### config.mk
export PLATFORM = sky130hd
export DESIGN_NAME = param_cpu
export DESIGN_NICKNAME = d
export VERILOG_FILES = /design/src/rtl/param_cpu.sv
export SDC_FILE = /design/constraint.sdc
export NUM_CORES = 1
export LEC_CHECK = 0
export ABC_AREA = 1
export BUFFER_PORTS_ARGS = -buffer_cell sky130_fd_sc_hd__clkbuf_2
export CAP_MARGIN = 40
export CORE_MARGIN = 2
export CORE_UTILIZATION = 30
export CTS_BUF_LIST = sky130_fd_sc_hd__clkbuf_8
export DETAILED_ROUTE_END_ITERATION = 10
export PLACE_DENSITY_LB_ADDON = 0.2
export SETUP_SLACK_MARGIN = 0.1
export SYNTH_ARGS = -nofsm -noshare
export SYNTH_HDL_FRONTEND = slang
export SYNTH_SLANG_ARGS = --single-unit
### constraint.sdc
create_clock -name clk -period 6.52 [get_ports clk]
set_clock_uncertainty 0.1 [all_clocks]
set_input_delay 0.652 -clock clk [delete_from_list [all_inputs] [get_ports clk]]
set_output_delay 0.652 -clock clk [all_outputs]
set_load 0.02 [all_outputs]
### src/rtl/param_cpu.sv
// Parameterised multicycle CPU: 8 x DATA_W register bank, Z/C flags, FSM sequencer.
// Define PARAM_CPU_CALL_EN to add CALL/RET using r7 as a descending stack pointer.
module param_cpu #(
    parameter int DATA_W = 16,
    parameter int ADDR_W = 12
) (
    input  logic              clk,
    input  logic              rst,
    input  logic [DATA_W-1:0] data_in,
    input  logic              mem_ready,
    output logic [DATA_W-1:0] data_out,
    output logic [ADDR_W-1:0] address,
    output logic              memwt,
    output logic              halted
);

    typedef enum logic [3:0] {
        S_FETCH,
        S_LDI,
        S_LD,
        S_ST,
        S_JUMP,
        S_ALU,
`ifdef PARAM_CPU_CALL_EN
        S_PUSH,
        S_POP,
`endif
        S_HALT
    } state_t;

    localparam logic [ADDR_W-1:0] PC_ONE   = ADDR_W'(1);
    localparam logic [DATA_W:0]   WIDE_ONE = (DATA_W+1)'(1);

    state_t            state_q, state_d;
    logic [ADDR_W-1:0] pc_q, pc_d;
    logic [15:0]       ir_q, ir_d;
    logic [DATA_W-1:0] regs_q [8];
    logic [DATA_W-1:0] regs_d [8];
    logic              z_q, z_d, c_q, c_d;

    logic [2:0]        alu_op, src_a, src_b, dst;
    logic [DATA_W-1:0] op_a, op_b, off_ext;
    logic [ADDR_W-1:0] jump_pc;
    logic [DATA_W:0]   alu_wide;
    logic [DATA_W-1:0] alu_res;
    logic              alu_c;

    assign alu_op  = ir_q[11:9];
    assign src_a   = ir_q[8:6];
    assign src_b   = ir_q[5:3];
    assign dst     = ir_q[2:0];
    assign op_a    = regs_q[src_a];
    assign op_b    = regs_q[src_b];
    // pc has already been incremented past the jump word when this is used
    assign off_ext = {{(DATA_W-12){ir_q[11]}}, ir_q[11:0]};
    assign jump_pc = pc_q + off_ext[ADDR_W-1:0];

`ifdef PARAM_CPU_CALL_EN
    logic [DATA_W-1:0] sp_dec;
    assign sp_dec = regs_q[7] - DATA_W'(1);
`endif

    always_comb begin
        alu_wide = '0;
        alu_res  = '0;
        alu_c    = 1'b0;
        case (alu_op)
            3'd0: begin
                alu_wide = {1'b0, op_a} + {1'b0, op_b};
                alu_res  = alu_wide[DATA_W-1:0];
                alu_c    = alu_wide[DATA_W];
            end
            3'd1: begin
                alu_wide = {1'b0, op_a} - {1'b0, op_b};
                alu_res  = alu_wide[DATA_W-1:0];
                alu_c    = alu_wide[DATA_W];
            end
            3'd2: alu_res = op_a & op_b;
            3'd3: alu_res = op_a | op_b;
            3'd4: alu_res = op_a ^ op_b;
            3'd5: begin
                alu_res = {op_a[DATA_W-2:0], 1'b0};
                alu_c   = op_a[DATA_W-1];
            end
            3'd6: begin
                alu_res = {1'b0, op_a[DATA_W-1:1]};
                alu_c   = op_a[0];
            end
            default: begin
                // unary group on B, sub-operation chosen by the srcA field
                case (src_a)
                    3'd0: alu_res = ~op_b;
                    3'd1: alu_res = op_b;
                    3'd2: begin
                        alu_wide = {1'b0, op_b} + WIDE_ONE;
                        alu_res  = alu_wide[DATA_W-1:0];
                        alu_c    = alu_wide[DATA_W];
                    end
                    3'd3: begin
                        alu_wide = {1'b0, op_b} - WIDE_ONE;
                        alu_res  = alu_wide[DATA_W-1:0];
                        alu_c    = alu_wide[DATA_W];
                    end
                    default: alu_res = '0;
                endcase
            end
        endcase
    end

    always_comb begin
        state_d  = state_q;
        pc_d     = pc_q;
        ir_d     = ir_q;
        regs_d   = regs_q;
        z_d      = z_q;
        c_d      = c_q;
        address  = pc_q;
        data_out = '0;
        memwt    = 1'b0;
        halted   = 1'b0;
        case (state_q)
            S_FETCH: begin
                if (mem_ready) begin
                    ir_d = data_in[15:0];
                    pc_d = pc_q + PC_ONE;
                    case (data_in[15:12])
                        4'h1:    state_d = S_LDI;
                        4'h2:    state_d = S_LD;
                        4'h3:    state_d = S_ST;
                        4'h4:    state_d = z_q ? S_JUMP : S_FETCH;
                        4'h5:    state_d = S_JUMP;
                        4'h6:    state_d = c_q ? S_JUMP : S_FETCH;
                        4'h7:    state_d = S_ALU;
`ifdef PARAM_CPU_CALL_EN
                        4'h8:    state_d = S_PUSH;
                        4'h9:    state_d = S_POP;
`endif
                        4'hF:    state_d = S_HALT;
                        default: state_d = S_FETCH;
                    endcase
                end
            end
            S_LDI: begin
                if (mem_ready) begin
                    regs_d[dst] = data_in;
                    pc_d        = pc_q + PC_ONE;
                    state_d     = S_FETCH;
                end
            end
            S_LD: begin
                address = op_b[ADDR_W-1:0];
                if (mem_ready) begin
                    regs_d[dst] = data_in;
                    state_d     = S_FETCH;
                end
            end
            S_ST: begin
                address  = op_b[ADDR_W-1:0];
                data_out = op_a;
                memwt    = 1'b1;
                if (mem_ready) state_d = S_FETCH;
            end
            S_JUMP: begin
                pc_d    = jump_pc;
                state_d = S_FETCH;
            end
            S_ALU: begin
                regs_d[dst] = alu_res;
                z_d         = (alu_res == '0);
                c_d         = alu_c;
                state_d     = S_FETCH;
            end
`ifdef PARAM_CPU_CALL_EN
            S_PUSH: begin
                address  = sp_dec[ADDR_W-1:0];
                data_out = DATA_W'(pc_q);
                memwt    = 1'b1;
                if (mem_ready) begin
                    regs_d[7] = sp_dec;
                    pc_d      = jump_pc;
                    state_d   = S_FETCH;
                end
            end
            S_POP: begin
                address = regs_q[7][ADDR_W-1:0];
                if (mem_ready) begin
                    pc_d      = data_in[ADDR_W-1:0];
                    regs_d[7] = regs_q[7] + DATA_W'(1);
                    state_d   = S_FETCH;
                end
            end
`endif
            S_HALT:  halted = 1'b1;
            default: state_d = S_FETCH;
        endcase
    end

    always_ff @(posedge clk or posedge rst) begin
        if (rst) begin
            state_q <= S_FETCH;
            pc_q    <= '0;
            ir_q    <= '0;
            z_q     <= 1'b0;
            c_q     <= 1'b0;
            for (int i = 0; i < 8; i++) regs_q[i] <= '0;
        end else begin
            state_q <= state_d;
            pc_q    <= pc_d;
            ir_q    <= ir_d;
            z_q     <= z_d;
            c_q     <= c_d;
            for (int i = 0; i < 8; i++) regs_q[i] <= regs_d[i];
        end
    end

endmodule

---- Yosys cells after proc, flatten, opt, wreduce, memory -nomap -nowiden ----
Index checks and enable logic that the tools add are counted.
storage, ports and cells
  flip-flop bits (word level) ............. 158
  bits in latches ......................... 0
  RAM bits ................................ 0
  memory bits (read-only) ................. 0
  input port bits ......................... 19
  word-level logic and storage cells ...... 102
  memories kept ........................... 0
cells by class
  add/subtract/negate cells ............... 6
  multiply operators ...................... 0
  divide/modulo/power cells ............... 0
  order comparisons ....................... 4
  equality and inequality tests ........... 27
  shift-type cells ........................ 0
  muxes and demuxes ....................... 28
  bitwise operators ....................... 8
  reductions and logical operators ........ 16
operators by type and width
  operator                                            count
  bitwise mux 128 bit                                 2
  one-hot mux 128 bit (2 select lines)                1
  2-to-1 mux 128 bit                                  1
  one-hot mux 16 bit (7 select lines)                 1
  binary-select mux 16 bit (select 3 bit)             2
  2-to-1 mux 16 bit                                   6
  one-hot mux 16 bit (4 select lines)                 1
  demux 16 bit (select 3 bit)                         1
  == test 4 x 3 -> 1 bit, second input constant       7
  2-to-1 mux 12 bit                                   2
  one-hot mux 12 bit (2 select lines)                 1
  one-hot mux 3 bit (8 select lines)                  1
  adder 16 x 1 -> 17 bit, second input constant       1
  adder 16 x 16 -> 17 bit                             1
  subtractor 16 x 1 -> 17 bit, second input constant  1
  subtractor 16 x 16 -> 17 bit                        1
  bitwise AND 16 bit                                  1
  == test 4 x 2 -> 1 bit, second input constant       4
  zero test 16 bit                                    1
  NOT 16 bit                                          1
  OR 16 bit                                           1
  XOR 16 bit                                          1
  adder 12 x 1 -> 12 bit, second input constant       1
  adder 12 bit                                        1
  25 further kinds                                    48

---- Depth between registers and ports, before layout ----
  depth in word-level cells ............... 9
  mapped depth ............................ 28
  gate-level depth less buffers ........... 26

---- Worst setup path after synthesis ----
Ideal clock, no wire load.
  path kind ............................... reg2reg
  start ................................... register ir_q[6]
  end ..................................... register regs_q[94] (netlist bit)
  setup time .............................. 0.131 ns
  arrival ................................. 3.390 ns
  required time ........................... 6.289 ns
  path slack .............................. 2.898 ns
  cell stages (with the launch flop) ...... 27
  path buffers ............................ 2
  cell sequence ........................... dfrtp_1 > nor2_1 > buf_2 > buf_2 > a22oi_1 > nand3_1 > nand2_1 > inv_2 > ha_1 > inv_1 > fa_1 > inv_1 > a21oi_1 > o21ai_0 > nand2_1 > nand2_1 > nand2_1 > nand2_1 > nand3_1 > nand2_1 > nand2_1 > nand3_1 > nand3_1 > nand2_1 > nand2_1 > nand3_1 > o21ai_0
between the ends
  word-level cells in the longest chain between the ends .. 8
RTL lines
  what                                                   line  source
  start, declared                                        36    logic [15:0] ir_q, ir_d;
  start signal, assigned                                 209   ir_q <= ir_d;
  NOT 3 -> 4 bit (implied by the code)                   52    assign op_a = regs_q[src_a];
  binary-select mux 16 bit (select 3 bit)                52
  2-to-1 mux 16 bit (implied by the code) (2 in series)  52
  subtractor 16 x 16 -> 17 bit (tied with other cells)   74    alu_wide = {1'b0, op_a} - {1'b0, op_b};
  one-hot mux 16 bit (7 select lines) *                  67    case (alu_op)
  bitwise mux 128 bit *                                  168   regs_d[dst] = alu_res;
  one-hot mux 128 bit (2 select lines) *                 121   case (state_q)
  end, declared                                          37    logic [DATA_W-1:0] regs_q [8];
Mark *: on every way between the ends. The rest lies on a longest branch, timed or not. The select of a mux whose other input is x is not followed.
A chain may end at the register's enable or synchronous reset.

---- Worst setup path after layout ----
  start ................................... register ir_q[6]
  end ..................................... register regs_q[90] (netlist bit)
The elaborated chain is that of the path after synthesis.

==> flow_summary_export.csv <==
group,metric,value,unit
setup_path,cp-start-kind,"flip-flop",
routing,wl_met3,5.01,mm
placed_design,hpwl,40.3,mm
grt,grt.total_usage,0.241,
placed_design,place_congestion,0.969,
logic_synthesis,synth_xor_xnor_area_share,0.00727,
grt,grt_pass1_vias,13600,
sta,setup_ws,1.37,ns
placed_design,io_buffers,48,
clock_tree,cts_max_level,4,
die,core.rowCount,76,
sta,tightest_slew,0.880,ns
layout,diodes,0,
die,die_w,214,um
routing,top_layer_used,"met5",
job,cap_violations,0,
pwr,p_leak,6.78,nW
layout,area_growth,9.11,%
sta,timing.setup.tns,0,ns
logic_synthesis,muxShareOfSynthArea,0,
routing,wl_met2,24.0,mm
clock_tree,cts_root_buf,"clkbuf_8",
sta,setup_viol,0,
grt,grt.overflow.total,0,
routing,drc,0,
die,core-area,0.0434,sq mm
logic_synthesis,synth_edf_count,0,
logic_synthesis,ys_ff_latch,157,
routing,wirelength,55.6,mm
logic_synthesis,seq_area_frac_synth,0.297,
die,top_level_ports,49,
logic_synthesis,postSynthCellCount,2023,
sta,period_minus_slack,5.15,ns
sta,fmax,194,MHz
logic_synthesis,synth_compound_gate_area_share,0.188,
grt,antenna_found_initial,2,
layout,nNetsFinal,2101,
sta,rsz0062_at_grt,"false",
logic_synthesis,syn_area,0.0132,sq mm
logic_synthesis,syn_avg_cell_area,6.55,sq um
sta,hold_viol_final,0,
placed_design,pre_cts_ws,1.57,ns
clock_tree,cts_buffer_depth,2,
clock_tree,numCtsBuffers,17,
setup_path,reg2reg_depth,26,
routing,drtPass1Iterations,8,
logic_synthesis,yosys_warnings,0,
routing,dr.first_iter.drc_count,1616,
clock_tree,cts.sinks,157,
clock_tree,clkTransAtPathRegs,0.10,ns
sta,max_slew_margin,0.410,
clock_tree,cts_resized,0,
routing,ant_nets,0,
die,dieArea,0.0459,sq mm
grt,grt_max_degree,83,
min_path,hold_class,"in2async",
logic_synthesis,synthFlopType,"dfrtp_1",
logic_synthesis,async_flop_share,1.00,
sta,slew_viol_final,0,
setup_path,cp.arrival,5.42,ns
setup_path,crit_required,6.79,ns
die,dieHeight,214,um
clock_tree,clk_latency,0.52,ns
pwr,power.density,554,mW/mm^2
logic_synthesis,synth_cell_types,51,
run_status,outcome,"complete, no violations",
routing,avgRoutedWirePerCell,21.3,um
setup_path,crit_type,"reg2reg",
clock_tree,cts_hold_buf,0,
layout,drive_gt1_frac,0.0893,
routing,wirelength_met1,24.5,mm
logic_synthesis,synthSimpleGateAreaFrac,0.329,
clock_tree,cts_setup_buffers,0,
logic_synthesis,syn-num-nets,2109,
sta,fin_crit_sh,0.790,
logic_synthesis,synth_top_family_by_area,"simple AND/OR/NAND/NOR gates",
setup_path,critPathMaxFanout,20,
pwr,peakVddDrop,0.174,mV
setup_path,endpoint_kind,"flip-flop",
logic_synthesis,synthAdderAreaFrac,0.0650,
grt,grt_first_pass_wirelength,84.2,mm
routing,vias,14200,
die,start_util,0.306,
routing,via_per_inst,5.45,
clock_tree,cts_tree,"built",
## layout make-up
type                       count  area, sq um
fill                        4846        28900
multi-input combinational   1510         7820
inverter                     251          952
clock inverter                11          118
timing repair buffer          78          626
clock buffer                  20          275
sequential                   157         3930
tap                          585          732
## layer usage
layer / up-vias / global-route usage
li1: 6701 / -
met1: 6722 / 0.333
met5: - / 0
met2: 694 / 0.369
met4: 2 / 0.0905
met3: 105 / 0.0489
## placed cells by master (no fill, tap or decap), types with 4 or more instances in the layout
| cell | instances |
|---|---|
| a211oi_1 | 6 |
| a21o_1 | 4 |
| a21oi_1 | 79 |
| a221oi_1 | 13 |
| a22oi_1 | 41 |
| buf_16 | 8 |
| buf_4 | 22 |
| clkbuf_2 | 48 |
| clkbuf_8 | 20 |
| clkinv_1 | 4 |
| clkinvlp_4 | 4 |
| dfrtp_1 | 156 |
| ha_1 | 64 |
| inv_1 | 236 |
| inv_2 | 10 |
| nand2_1 | 492 |
| nand2_2 | 16 |
| nand3_1 | 281 |
| nand3_2 | 4 |
| nand4_1 | 17 |
| nor2_1 | 140 |
| nor2_2 | 13 |
| nor3_1 | 17 |
| o2111ai_1 | 4 |
| o211ai_1 | 10 |
| o21ai_0 | 172 |
| o21ai_1 | 49 |
| o21ai_2 | 8 |
| o21bai_1 | 6 |
| o221ai_1 | 4 |
| o22ai_1 | 20 |
| or2_2 | 12 |
| xor2_1 | 8 |
## report_power, final
part / switching (mW) / internal (mW) / total, mW / leakage (nW)
combinational: 3.93 / 1.61 / 5.54 / 4.74
sequential: 0.288 / 1.41 / 1.70 / 1.85
clock: 0.411 / 0.365 / 0.776 / 0.194
total: 4.63 / 3.38 / 8.01 / 6.78
## kinds of logic after synthesis
group | count (synthesis)
AND/OR/NAND/NOR | 1004
AO/OA/AOI/OAI | 428
buffers and inverters | 356
flip-flops | 157
adder cells (fa/ha/maj) | 67
XOR/XNOR | 11
## flip-flops by register name, summed over array words and instances, names as in the netlist
| register | flops |
|---|---|
| pc_q | 12 |
| state_q | 3 |
| z_q | 1 |
| regs_q | 128 |
| ir_q | 12 |
| c_q | 1 |
## stage by stage
step           total power [mW]  std cells  instance area (sq um)   util  hold slack (ns)
3_3_place_gp               7.10       2573                  13800  0.319            0.358
4_1_cts                    7.90       2612                  14500  0.333            0.210
2_1_floorplan              5.40       2023                  13200      -            0.342
6_report                   8.01       2612                  14500  0.333            0.197
5_1_grt                    8.67       2612                  14500  0.333            0.253
3_5_place_dp               7.10       2581                  14100  0.324            0.380
## worst max-delay path, cell delays in order (launching register included)
cell	delay, ns
dfrtp_1	0.44
inv_2	0.12
nor2_2	0.49
buf_4	0.43
a22oi_1	0.12
nand3_1	0.12
nand2_1	0.17
inv_2	0.13
ha_1	0.20
inv_1	0.07
fa_1	0.44
inv_1	0.09
a21oi_1	0.08
o21ai_0	0.44
nand2_1	0.17
nand2_1	0.09
nand2_1	0.07
nand2_1	0.16
nand2_1	0.10
nand2_1	0.07
nand2_1	0.05
nand3_1	0.07
nand3_1	0.19
nand2_1	0.16
nand2_1	0.22
nand3_1	0.14
o21ai_0	0.09
## synth_stat cells (20+ instances only)
cell | number | share of area
ha_1 | 64 | 0.060
o22ai_1 | 20 | 0.0094
dfrtp_1 | 157 | 0.30
inv_1 | 236 | 0.067
a22oi_1 | 41 | 0.023
clkbuf_1 | 55 | 0.016
nor2_1 | 145 | 0.041
a21oi_1 | 79 | 0.030
nand3_1 | 281 | 0.11
nand2_1 | 492 | 0.14
o21ai_0 | 172 | 0.065
o21ai_1 | 49 | 0.019
## path summary, 6_finish.rpt
check	start	end	slack, ns
worst max-delay path	ir_q[6]	regs_q[90]	1.37
worst min-delay path	rst	regs_q[57]	0.20
worst max register to register	ir_q[6]	regs_q[90]	1.37
worst min register to register	pc_q[11]	pc_q[11]	0.39
max in group asynchronous	rst	regs_q[70]	4.95
min in group clk	data_in[11]	ir_q[11]	0.28
(Power assumes the default switching activity.)
